**config.mk**
```make
export PLATFORM = sky130hd
export DESIGN_NAME = alu_arbiter
export DESIGN_NICKNAME = d
export VERILOG_FILES = /design/src/rtl/alu_pkg.sv /design/src/rtl/alu.sv /design/src/rtl/alu_arbiter.sv
export SDC_FILE = /design/constraint.sdc
export NUM_CORES = 1
export LEC_CHECK = 0
export ABC_AREA = 1
export BUFFER_PORTS_ARGS = -buffer_cell sky130_fd_sc_hd__buf_2
export CAP_MARGIN = 20
export CELL_PAD_IN_SITES_DETAIL_PLACEMENT = 1
export CELL_PAD_IN_SITES_GLOBAL_PLACEMENT = 2
export CORE_ASPECT_RATIO = 0.8
export CORE_MARGIN = 2
export CORE_UTILIZATION = 30
export CTS_CLUSTER_DIAMETER = 80
export DETAILED_ROUTE_END_ITERATION = 12
export HOLD_SLACK_MARGIN = 0.08
export PLACE_DENSITY = 0.79
export SLEW_MARGIN = 20
export SYNTH_ARGS = -nofsm -noshare
export SYNTH_HDL_FRONTEND = slang
export SYNTH_HIERARCHICAL = 1
export SYNTH_SLANG_ARGS = --single-unit
```
**constraint.sdc**
```tcl
create_clock -name clock -period 2.7 [get_ports clock]
set_input_delay 0.54 -clock clock [delete_from_list [all_inputs] [get_ports clock]]
set_output_delay 0.54 -clock clock [all_outputs]
set_load 0.02 [all_outputs]
```
**src/rtl/alu_pkg.sv**
```systemverilog
// alu_pkg: opcodes, FSM state type and default width shared by alu_arbiter and alu.
package alu_pkg;
  localparam int DATA_W_DEF = 32;
  localparam logic [1:0] OP_ADD = 2'b11;
  localparam logic [1:0] OP_SUB = 2'b10;
  localparam logic [1:0] OP_AND = 2'b00;
  typedef enum logic [1:0] {IDLE, EXEC, RESP} state_t;
endpackage

```
**src/rtl/alu.sv**
```systemverilog
// alu: combinational add/sub/and/zero unit, wrapping modulo 2^DATA_W.
module alu
  import alu_pkg::*;
#(
  parameter int DATA_W = DATA_W_DEF
) (
  input  logic [DATA_W-1:0] a,
  input  logic [DATA_W-1:0] b,
  input  logic [1:0]        con,
  output logic [DATA_W-1:0] c
);
  assign c = con == OP_ADD ? a + b : con == OP_SUB ? a - b : con == OP_AND ? a & b : '0;
endmodule

```
**src/rtl/alu_arbiter.sv**
```systemverilog
// alu_arbiter: two requesters share one alu, one operation in flight, round-robin grant.
// Define ALU_ARB_FIXED_PRIO_EN to make requester 0 always win contention.
module alu_arbiter
  import alu_pkg::*;
#(
  parameter int DATA_W = DATA_W_DEF
) (
  input  logic              clock,
  input  logic              reset,
  input  logic              req0_valid,
  output logic              req0_ready,
  input  logic [DATA_W-1:0] req0_a,
  input  logic [DATA_W-1:0] req0_b,
  input  logic [1:0]        req0_con,
  input  logic              req1_valid,
  output logic              req1_ready,
  input  logic [DATA_W-1:0] req1_a,
  input  logic [DATA_W-1:0] req1_b,
  input  logic [1:0]        req1_con,
  output logic              resp_valid,
  input  logic              resp_ready,
  output logic              resp_id,
  output logic [DATA_W-1:0] resp_c
);
  state_t state_q, state_d;
  logic [DATA_W-1:0] a_q, a_d, b_q, b_d, c_q, c_d, alu_c;
  logic [1:0] con_q, con_d;
  logic id_q, id_d, gnt0, gnt1, take;
`ifndef ALU_ARB_FIXED_PRIO_EN
  logic last_q, last_d;
`endif
  alu #(.DATA_W(DATA_W)) u_alu (.a(a_q), .b(b_q), .c(alu_c), .con(con_q));
  always_comb begin
`ifdef ALU_ARB_FIXED_PRIO_EN
    gnt1 = req1_valid && !req0_valid;
`else
    gnt1 = req1_valid && (!req0_valid || !last_q);
    last_d = take ? gnt1 : last_q;
`endif
    gnt0 = req0_valid && !gnt1;
    take = state_q == IDLE && (gnt0 || gnt1);
    state_d = state_q == IDLE ? (take ? EXEC : IDLE)
            : state_q == EXEC ? RESP
            : (resp_ready ? IDLE : RESP);
    a_d = take ? (gnt1 ? req1_a : req0_a) : a_q;
    b_d = take ? (gnt1 ? req1_b : req0_b) : b_q;
    con_d = take ? (gnt1 ? req1_con : req0_con) : con_q;
    id_d = take ? gnt1 : id_q;
    c_d = state_q == EXEC ? alu_c : c_q;
  end
  assign req0_ready = !reset && take && gnt0;
  assign req1_ready = !reset && take && gnt1;
  assign resp_valid = !reset && state_q == RESP;
  assign resp_id = id_q;
  assign resp_c = c_q;
  always_ff @(posedge clock) begin
    if (reset) begin
      state_q <= IDLE;
      c_q <= '0;
      id_q <= 1'b0;
    end else begin
      state_q <= state_d;
      c_q <= c_d;
      id_q <= id_d;
    end
  end
  always_ff @(posedge clock) begin
    a_q <= a_d;
    b_q <= b_d;
    con_q <= con_d;
  end
`ifndef ALU_ARB_FIXED_PRIO_EN
  always_ff @(posedge clock) begin
    if (reset) last_q <= 1'b1;
    else last_q <= last_d;
  end
`endif
endmodule

```
Yosys cells after proc, flatten, opt, wreduce, memory -nomap -nowiden

Cells that the tools add are included.

Flip-flop bits (word level): 102
Latch bits: 0
Memory bits (writable): 0
Memory bits (read-only): 0
Bits of input ports: 137
Output and inout port bits: 36
Logic and storage cells: 39
Memories: 0

Add/subtract/negate cells: 2
Multiply operators: 0
Div/mod/pow operators: 0
Order comparisons: 0
Equal/unequal tests: 4
Shift operators: 0
Muxes and demuxes: 10
Bitwise gates (word level): 1
Reduce and logical (&&, ||, !) cells: 15

Operators with widths:

| operator                                             | number |
|---|---|
| two-way mux 32 bit                                   | 5 |
| adder 32 bit                                         | 1 |
| bitwise AND 32 bit                                   | 1 |
| subtractor 32 bit                                    | 1 |
| two-way mux 2 bit                                    | 4 |
| logical AND 1 bit                                    | 7 |
| equality test 2 bit (second input constant)          | 3 |
| logical NOT 1 bit                                    | 4 |
| logical NOT 2 bit                                    | 2 |
| equality test 2 x 1 -> 1 bit (second input constant) | 1 |
| logical OR 1 bit                                     | 2 |
| two-way mux 1 bit                                    | 1 |

Logic depth before layout (Yosys ltp)

Gate-level depths: netlist of run 1.

Word-level depth: 9
Gate-level depth with buffers: 18
Depth with buffers taken out: 17

Cells and area by module

Netlist of run 1, hierarchy kept.

By module, submodules not included:

| module      | times used | cells an instance | area an instance (um^2) | seq. area each (um^2) |
|---|---|---|---|---|
| alu         | 1          | 1084              | 5251.3                  | 0.0 |
| alu_arbiter | 1          | 447               | 4091.4                  | 2702.6 |

Worst setup path after synthesis of run 1

OpenSTA, ideal clock, no wires.

Path type: in2reg
Start: input req1_valid
End: register a_q[0] (enable)
Library setup time: 0.420 ns
Arrival time: 1.999 ns
Required time: 2.280 ns
Path slack: 0.281 ns
Stages on the path: 4
Buffers on the path: 0
Path through: inv_2 nand2_1 nand2_1 inv_1

Word-level cells in the longest chain between the ends: 5

RTL lines:

| item                 | line              | source |
|---|---|---|
| from (decl)          | alu_arbiter.sv:15 | `input logic req1_valid,` |
| logical AND 1 bit *  | alu_arbiter.sv:37 | `gnt1 = req1_valid && (!req0_valid \|\| !last_q);` |
| logical NOT 1 bit    | alu_arbiter.sv:40 | `gnt0 = req0_valid && !gnt1;` |
| logical AND 1 bit    | alu_arbiter.sv:40 |  |
| logical OR 1 bit *   | alu_arbiter.sv:41 | `take = state_q == IDLE && (gnt0 \|\| gnt1);` |
| logical AND 1 bit *  | alu_arbiter.sv:41 |  |
| via take             | alu_arbiter.sv:28 | `logic id_q, id_d, gnt0, gnt1, take;` |
| to (signal assigned) | alu_arbiter.sv:68 | `a_q <= a_d;` |
| to (decl)            | alu_arbiter.sv:26 | `logic [DATA_W-1:0] a_q, a_d, b_q, b_d, c_q, c_d, alu_c;` |

Mark *: on every way through the listed nets, which the timed path passes. The rest lies on a longest branch.
A chain may end at the register's enable or synchronous reset.

Worst setup path after layout of run 1

Start: register b_q[0]
End: register c_q[28], in the netlist resp_c[28]

Word-level cells in the longest chain between the ends: 3
Elaborated cells on any way between the ends: 4
Classes of those cells: 2 x add/sub; 2 x mux

RTL lines:

| item                   | line              | source |
|---|---|---|
| from (decl)            | alu_arbiter.sv:26 |  |
| from (signal assigned) | alu_arbiter.sv:69 | `b_q <= b_d;` |
| subtractor 32 bit      | alu.sv:12         | `assign c = con == OP_ADD ? a + b : con == OP_SUB ? a - b : con == OP_AND ? a & b : '0;` |
| two-way mux 32 bit     | alu.sv:12         |  |
| two-way mux 32 bit *   | alu.sv:12         |  |
| via alu_c[28]          | alu_arbiter.sv:26 |  |
| to (signal assigned)   | alu_arbiter.sv:59 | `c_q <= '0;` |
| to (signal assigned)   | alu_arbiter.sv:63 | `c_q <= c_d;` |
| to (decl)              | alu_arbiter.sv:26 |  |

Marks and branches as above.

==> flow_summary.json, run 1 <==
{
  "syn_area_per_cell_um2": 6.10,
  "status": "finished, final reports clean",
  "fin_ws_ps": 157,
  "drt-initial-drc-count": 583,
  "ys_seq_area_frac": 0.289,
  "synthesis.instances": 1531,
  "nets": 1907,
  "hold_slack_ps": 359,
  "vias": 10100,
  "synth_fp_nets": 1733,
  "min_period_over_period": 0.942,
  "dr.pass1.iters": 5,
  "nFillCells": 4146,
  "synth_commonest_cells": "nand2_1, inv_1, nor2_1, nand3_1",
  "busiest_layer": "met1",
  "worstMarginPinSlew_ps": 596,
  "required_ps": 2980,
  "yosysWarnings": 6,
  "vdd_drop_max_v": 0.000290,
  "dpl_cell_area_um2": 10700,
  "synth_top_area_frac": 0.237,
  "critPathMostFrequentCell": "nand2_1",
  "postLayoutCellArea_um2": 11200,
  "p_leak_nw": 6.05,
  "numCtsBuffers": 9,
  "clock_latency_ps": 390,
  "critPathKind": "reg -> reg",
  "p_per_area_nw_per_um2": 635,
  "cts_tree": "done",
  "io_buffer_count": 172,
  "ys_ff_latch": 102,
  "synth_edf_count": 66,
  "yosysMostFrequentCell": "nand2_1",
  "gr-usage-met3": 0.0435,
  "ys_top_cells_by_area": "nand2_1, edfxtp_1, inv_1",
  "crit_path_top_delay_cell": "edfxtp_1",
  "path_cells": "ha_2, fa_1, inv_1, nand3_1, nand3_2, nand2_1, nand2_2, nand2_1, nand2_2, nand2_1, nand2_1, nand2_1, nand3_1, nand3_1, o21ai_1, nor2_1",
  "maxCapViolCount": 0,
  "ant_nets": 0,
  "finalPower_mw": 7.09,
  "grt_pass1_wl_um": 56600,
  "ys_types": 37,
  "synth_largest_area_cell": "nand2_1",
  "fin_skew_ps": 28.4,
  "grtUsageMet2": 0.322,
  "fin_crit_ps": 2540,
  "cts.clk_slew.worst_paths_ps": 100,
  "cts_sinks": 102,
  "grt_pass1_vias": 10100,
  "post-route-drc-count": 0,
  "grt_max_degree": 52,
  "rows": 57,
  "initial_core_util": 0.306,
  "max_freq_mhz": 393,
  "gp_congestion": 0.936,
  "grt_use_total": 0.226,
  "cts_root_buf": "clkbuf_16",
  "fp.dieW_um": 201,
  "end_kind": "flip-flop",
  "pre_cts_slack_ps": -91.9,
  "slowest_delay_ps": 430,
  "syn2layout_area_growth_pct": 19.6,
  "final-setup-viol-count": 0,
  "setup_tns_ps": 0,
  "cp_max_fo": 5,
  "timing.slew.headroom": 0.602,
  "use_met1": 0.352,
  "avgRoutedWirePerCell_um": 17.4,
  "syn-cell-area_um2": 9340,
  "maxSlewViolCount": 0,
  "cts-htree-levels": 3,
  "antenna_found_initial": 1,
  "holdCritPathClass": "in -> reg",
  "place_hpwl_um": 31100,
  "startpoint_type": "flip-flop",
  "drive_gt1_frac": 0.173,
  "async_flop_share": 0,
  "core_um2": 30500,
  "grt.overflow.total": 0,
  "dieArea_um2": 32600,
  "clock_path_buffers": 2,
  "wl_um": 36900,
  "hold_violations": 0,
  "die_h_um": 162,
  "yosys_most_used_dff": "edfxtp_1",
  "vias_per_cell": 4.75,
  "boundaryPins": 173,
  "critPathArrivalTime_ps": 2820
}
[state kept, by name (all words and copies together), names as in the netlist]
name / cells
a_q: 32
b_q: 32
resp_c: 32
con_q: 2
state_q: 2
last_q: 1
resp_id: 1
[metal layers]
metal	wire [um]	part of all wire
met4	282	0.0076
met5	12	0.00032
met3	2480	0.067
met1	19900	0.54
met2	14200	0.38
[final cells by class]
| type | instances | area (um^2) | share of cell area |
|---|---|---|---|
| diodes | 1 | 2.50 | 0.000224 |
| multi-input cells | 1135 | 5540 | 0.496 |
| flip-flops and latches | 102 | 2700 | 0.242 |
| clock inverters | 7 | 63.8 | 0.00571 |
| repair buffers | 217 | 1220 | 0.110 |
| inverters | 240 | 901 | 0.0806 |
| well taps | 413 | 517 | 0.0462 |
| clock buffers | 9 | 225 | 0.0202 |
[per-stage QoR]
stage,utilization,std cells
final,0.366,2124
after floorplan,-,1531
after detailed placement,0.352,2105
after global routing,0.366,2123
after CTS,0.361,2121
after global placement,0.352,2105
[worst max-delay path, delay by kind of cell, from the launching register on]
| kind | cells | cell delay, ps |
|---|---|---|
| DFF | 1 | 430 |
| AOI/OAI and AO/OA | 1 | 170 |
| and+or+nand+nor | 12 | 1090 |
| buffers and inverters | 1 | 110 |
| adders and majority gates | 2 | 610 |
[cells in the final DEF (no fill, tap or decap), types with 10 or more instances in the layout]
master / n
nand2_1: 583
inv_1: 233
buf_2: 172
nor2_1: 150
nand3_1: 104
a21oi_1: 72
o21ai_0: 68
edfxtp_1: 66
ha_1: 46
buf_4: 43
dfxtp_1: 36
nor2_2: 15
ha_2: 15
o21bai_1: 10
[worst paths after layout]
| path | from | to | slack (ps) | cells past startpoint |
|---|---|---|---|---|
| setup / recovery | b_q[0]$_DFFE_PP_ | resp_c[28]$_SDFFE_PP0P_ | 160 | 16 |
| hold / removal | resp_ready | state_q[1]$_SDFF_PP0_ | 360 | 2 |
| setup reg to reg | b_q[0]$_DFFE_PP_ | resp_c[28]$_SDFFE_PP0P_ | 160 | 16 |
| hold reg to reg | resp_c[12]$_SDFFE_PP0P_ | resp_c[12]$_SDFFE_PP0P_ | 480 | 2 |
[kinds of logic after synthesis]
| kind of cell | synth area share |
|---|---|
| AND/OR/NAND/NOR | 0.384 |
| buffers and inverters | 0.133 |
| AO/OA/AOI/OAI | 0.102 |
| flip-flops | 0.289 |
| adder cells (fa/ha/maj) | 0.0887 |
| XOR/XNOR | 0.00281 |
[power breakdown]
group | total (mW) | switching, mW | internal (mW)
Combinational | 3.71 | 2.51 | 1.20
Clock | 1.36 | 0.707 | 0.652
Sequential | 2.03 | 0.125 | 1.90
[timing repair]
action	CTS	global route
gates resized for setup	2	46
hold buffers	0	0
pin swaps	0	3
buffers inserted	0	2
endpoints found under the setup margin	3	20
hold endpoints to repair	0	0
Note: power is estimated with default switching activity, not from simulation.
==> inputs of run 2 (changes only) <==
--- a/config.mk
+++ b/config.mk
@@ -17,6 +17,7 @@
 export DETAILED_ROUTE_END_ITERATION = 12
 export HOLD_SLACK_MARGIN = 0.08
 export PLACE_DENSITY = 0.79
+export REMOVE_ABC_BUFFERS = 1
 export SLEW_MARGIN = 20
 export SYNTH_ARGS = -nofsm -noshare
 export SYNTH_HDL_FRONTEND = slang
==> run 2 against run 1 <==
  * Global-route usage is 0.12 points higher
  * Routed wire length is 0.21% lower
  * Utilization is 0.58 points lower
  * Maximum frequency is 2.1% lower
  * Via count hardly changed
  * Sequential power hardly changed
  * Largest cell class unchanged
  * Largest power group unchanged
==> flow_summary.json, run 2 (synthesized netlist as in run 1, its figures left out) <==
{
  "status": "finished, final reports clean",
  "mostFrequentLayoutCells": "nand2_1, inv_1, buf_2",
  "final_core_util": 0.360,
  "core_um2": 30500,
  "cts_sinks": 102,
  "reg2regPathDepth": 11,
  "fin_crit_ps": 2600,
  "post_cts_buffers": 0,
  "postLayoutCellArea_um2": 11000,
  "cp_max_fo": 8,
  "antenna_found_initial": 1,
  "multi_input_area_um2": 5470,
  "boundaryPins": 173,
  "cts_root_buf": "clkbuf_16",
  "vdd_drop_max_v": 0.000286,
  "path_cells": "ha_1, nand2_1, nor2_1, and2_1, nand3_1, nand3_1, nand2_1, nand3_1, nand3_1, o21ai_0, nor2_1",
  "maxSlewViolCount": 0,
  "fp.dieW_um": 201,
  "numCtsBuffers": 9,
  "wl_um": 36800,
  "final_common_cell": "nand2_1",
  "initial_core_util": 0.306,
  "die_h_um": 162,
  "crit_path_top_delay_cell": "ha_1",
  "critical_path_buf_inv_count": 0,
  "fin_ws_ps": 103,
  "hold_violations": 0,
  "clock_path_buffers": 2,
  "hp-start": "reset",
  "grt_pass1_wl_um": 56800,
  "critPathArrivalTime_ps": 2870,
  "n_antenna_cell": 0,
  "dr.pass1.iters": 5,
  "drt-initial-drc-count": 555,
  "grt_pass1_vias": 9934,
  "min_period_over_period": 0.962,
  "holdCritPathClass": "in -> reg",
  "pre_cts_slack_ps": -62.7,
  "max_freq_mhz": 385,
  "vias_per_cell": 4.78,
  "syn2layout_area_growth_pct": 17.7,
  "avgRoutedWirePerCell_um": 17.5,
  "vias": 10100,
  "grt_max_degree": 63,
  "required_ps": 2970,
  "cts-htree-levels": 3,
  "setup_tns_ps": 0,
  "crit_cells": 11,
  "r2r_end": "resp_c[24]$_SDFFE_PP0P_",
  "maxCapViolCount": 0,
  "timing.slew.headroom": 0.560,
  "rsz0062_at_grt": "true",
  "startpoint_type": "flip-flop",
  "min_to": "state_q[0]$_SDFF_PP0_",
  "cp_top_family": "simple AND/OR/NAND/NOR gates",
  "cts_tree": "done",
  "seq_area_um2": 2700,
  "hold_depth": 2,
  "post-route-drc-count": 0,
  "p_leak_nw": 5.98,
  "fin_skew_ps": 12.0,
  "place_hpwl_um": 30500,
  "drive_gt1_frac": 0.157,
  "nets": 1892,
  "grt_use_total": 0.227,
  "critPathKind": "reg -> reg",
  "cts.clk_slew.worst_paths_ps": 80,
  "slowest_delay_ps": 530,
  "r2r_slack_ps": 100,
  "gp_congestion": 0.927,
  "rows": 57,
  "io_buffer_count": 172,
  "ant_nets": 0,
  "holdBufCountCts": 0,
  "dieArea_um2": 32600,
  "critPathMostFrequentCell": "nand3_1",
  "worstMarginPinSlew_ps": 660,
  "dpl_cell_area_um2": 10600,
  "clock_latency_ps": 380,
  "grt.overflow.total": 0,
  "r2r-start": "a_q[19]$_DFFE_PP_",
  "end_kind": "flip-flop",
  "crit_path_start": "a_q[19]$_DFFE_PP_",
  "final-setup-viol-count": 0,
  "nFillCells": 4153,
  "p_per_area_nw_per_um2": 635
}
==> run 2: how the worst max path moves through the flow <==
stage	end	slack [ps]
5_1_grt	resp_c[22]$_SDFFE_PP0P_	-10
3_3_place_gp	resp_c[12]$_SDFFE_PP0P_	8
4_1_cts	resp_c[12]$_SDFFE_PP0P_	40
2_1_floorplan	req1_ready	-160
6_report	resp_c[24]$_SDFFE_PP0P_	100
3_5_place_dp	resp_c[12]$_SDFFE_PP0P_	-60
==> run 2: repair_timing <==
| item | CTS | global route |
|---|---|---|
| setup endpoints to repair | 1 | 15 |
| gates cloned | 0 | 0 |
| gates resized for setup | 2 | 29 |
| pin swaps | 1 | 2 |
==> run 2: power by group <==
group          internal (mW)  switching, mW  total [mW]
sequential              1.90          0.122        2.02
combinational           1.10           2.48        3.58
clock                  0.657          0.714        1.37
==> run 2: worst register-to-register path, stage by stage (launching register included) <==
cell and delay (ps):
edfxtp_1 410, ha_1 530, nand2_1 180, nor2_1 360
and2_1 280, nand3_1 140, nand3_1 120, nand2_1 50
nand3_1 80, nand3_1 120, o21ai_0 190, nor2_1 50
==> run 2: cell type report <==
| class | count | area share |
|---|---|---|
| clock buffer | 10 | 0.0208 |
| tap | 413 | 0.0470 |
| inverter | 240 | 0.0819 |
| clock inverter | 6 | 0.00592 |
| timing repair buffer | 202 | 0.101 |
| multi-input combinational | 1135 | 0.497 |
| sequential | 102 | 0.246 |
==> run 2: metrics by stage <==
stage / power, mW / hold slack (ps) / std cells
3_5_place_dp: 5.54 / 468 / 2092
4_1_cts: 6.95 / 345 / 2108
5_1_grt: 7.51 / 357 / 2108
2_1_floorplan: 4.21 / 471 / 1477
3_3_place_gp: 5.48 / 457 / 2092
6_report: 6.98 / 362 / 2108
==> run 2: per-layer routing <==
layer | GRT usage | routed length, um
met1 | 0.355 | 19800
met4 | 0.0421 | 434
met2 | 0.321 | 14300
met3 | 0.0425 | 2260
met5 | 0 | 0
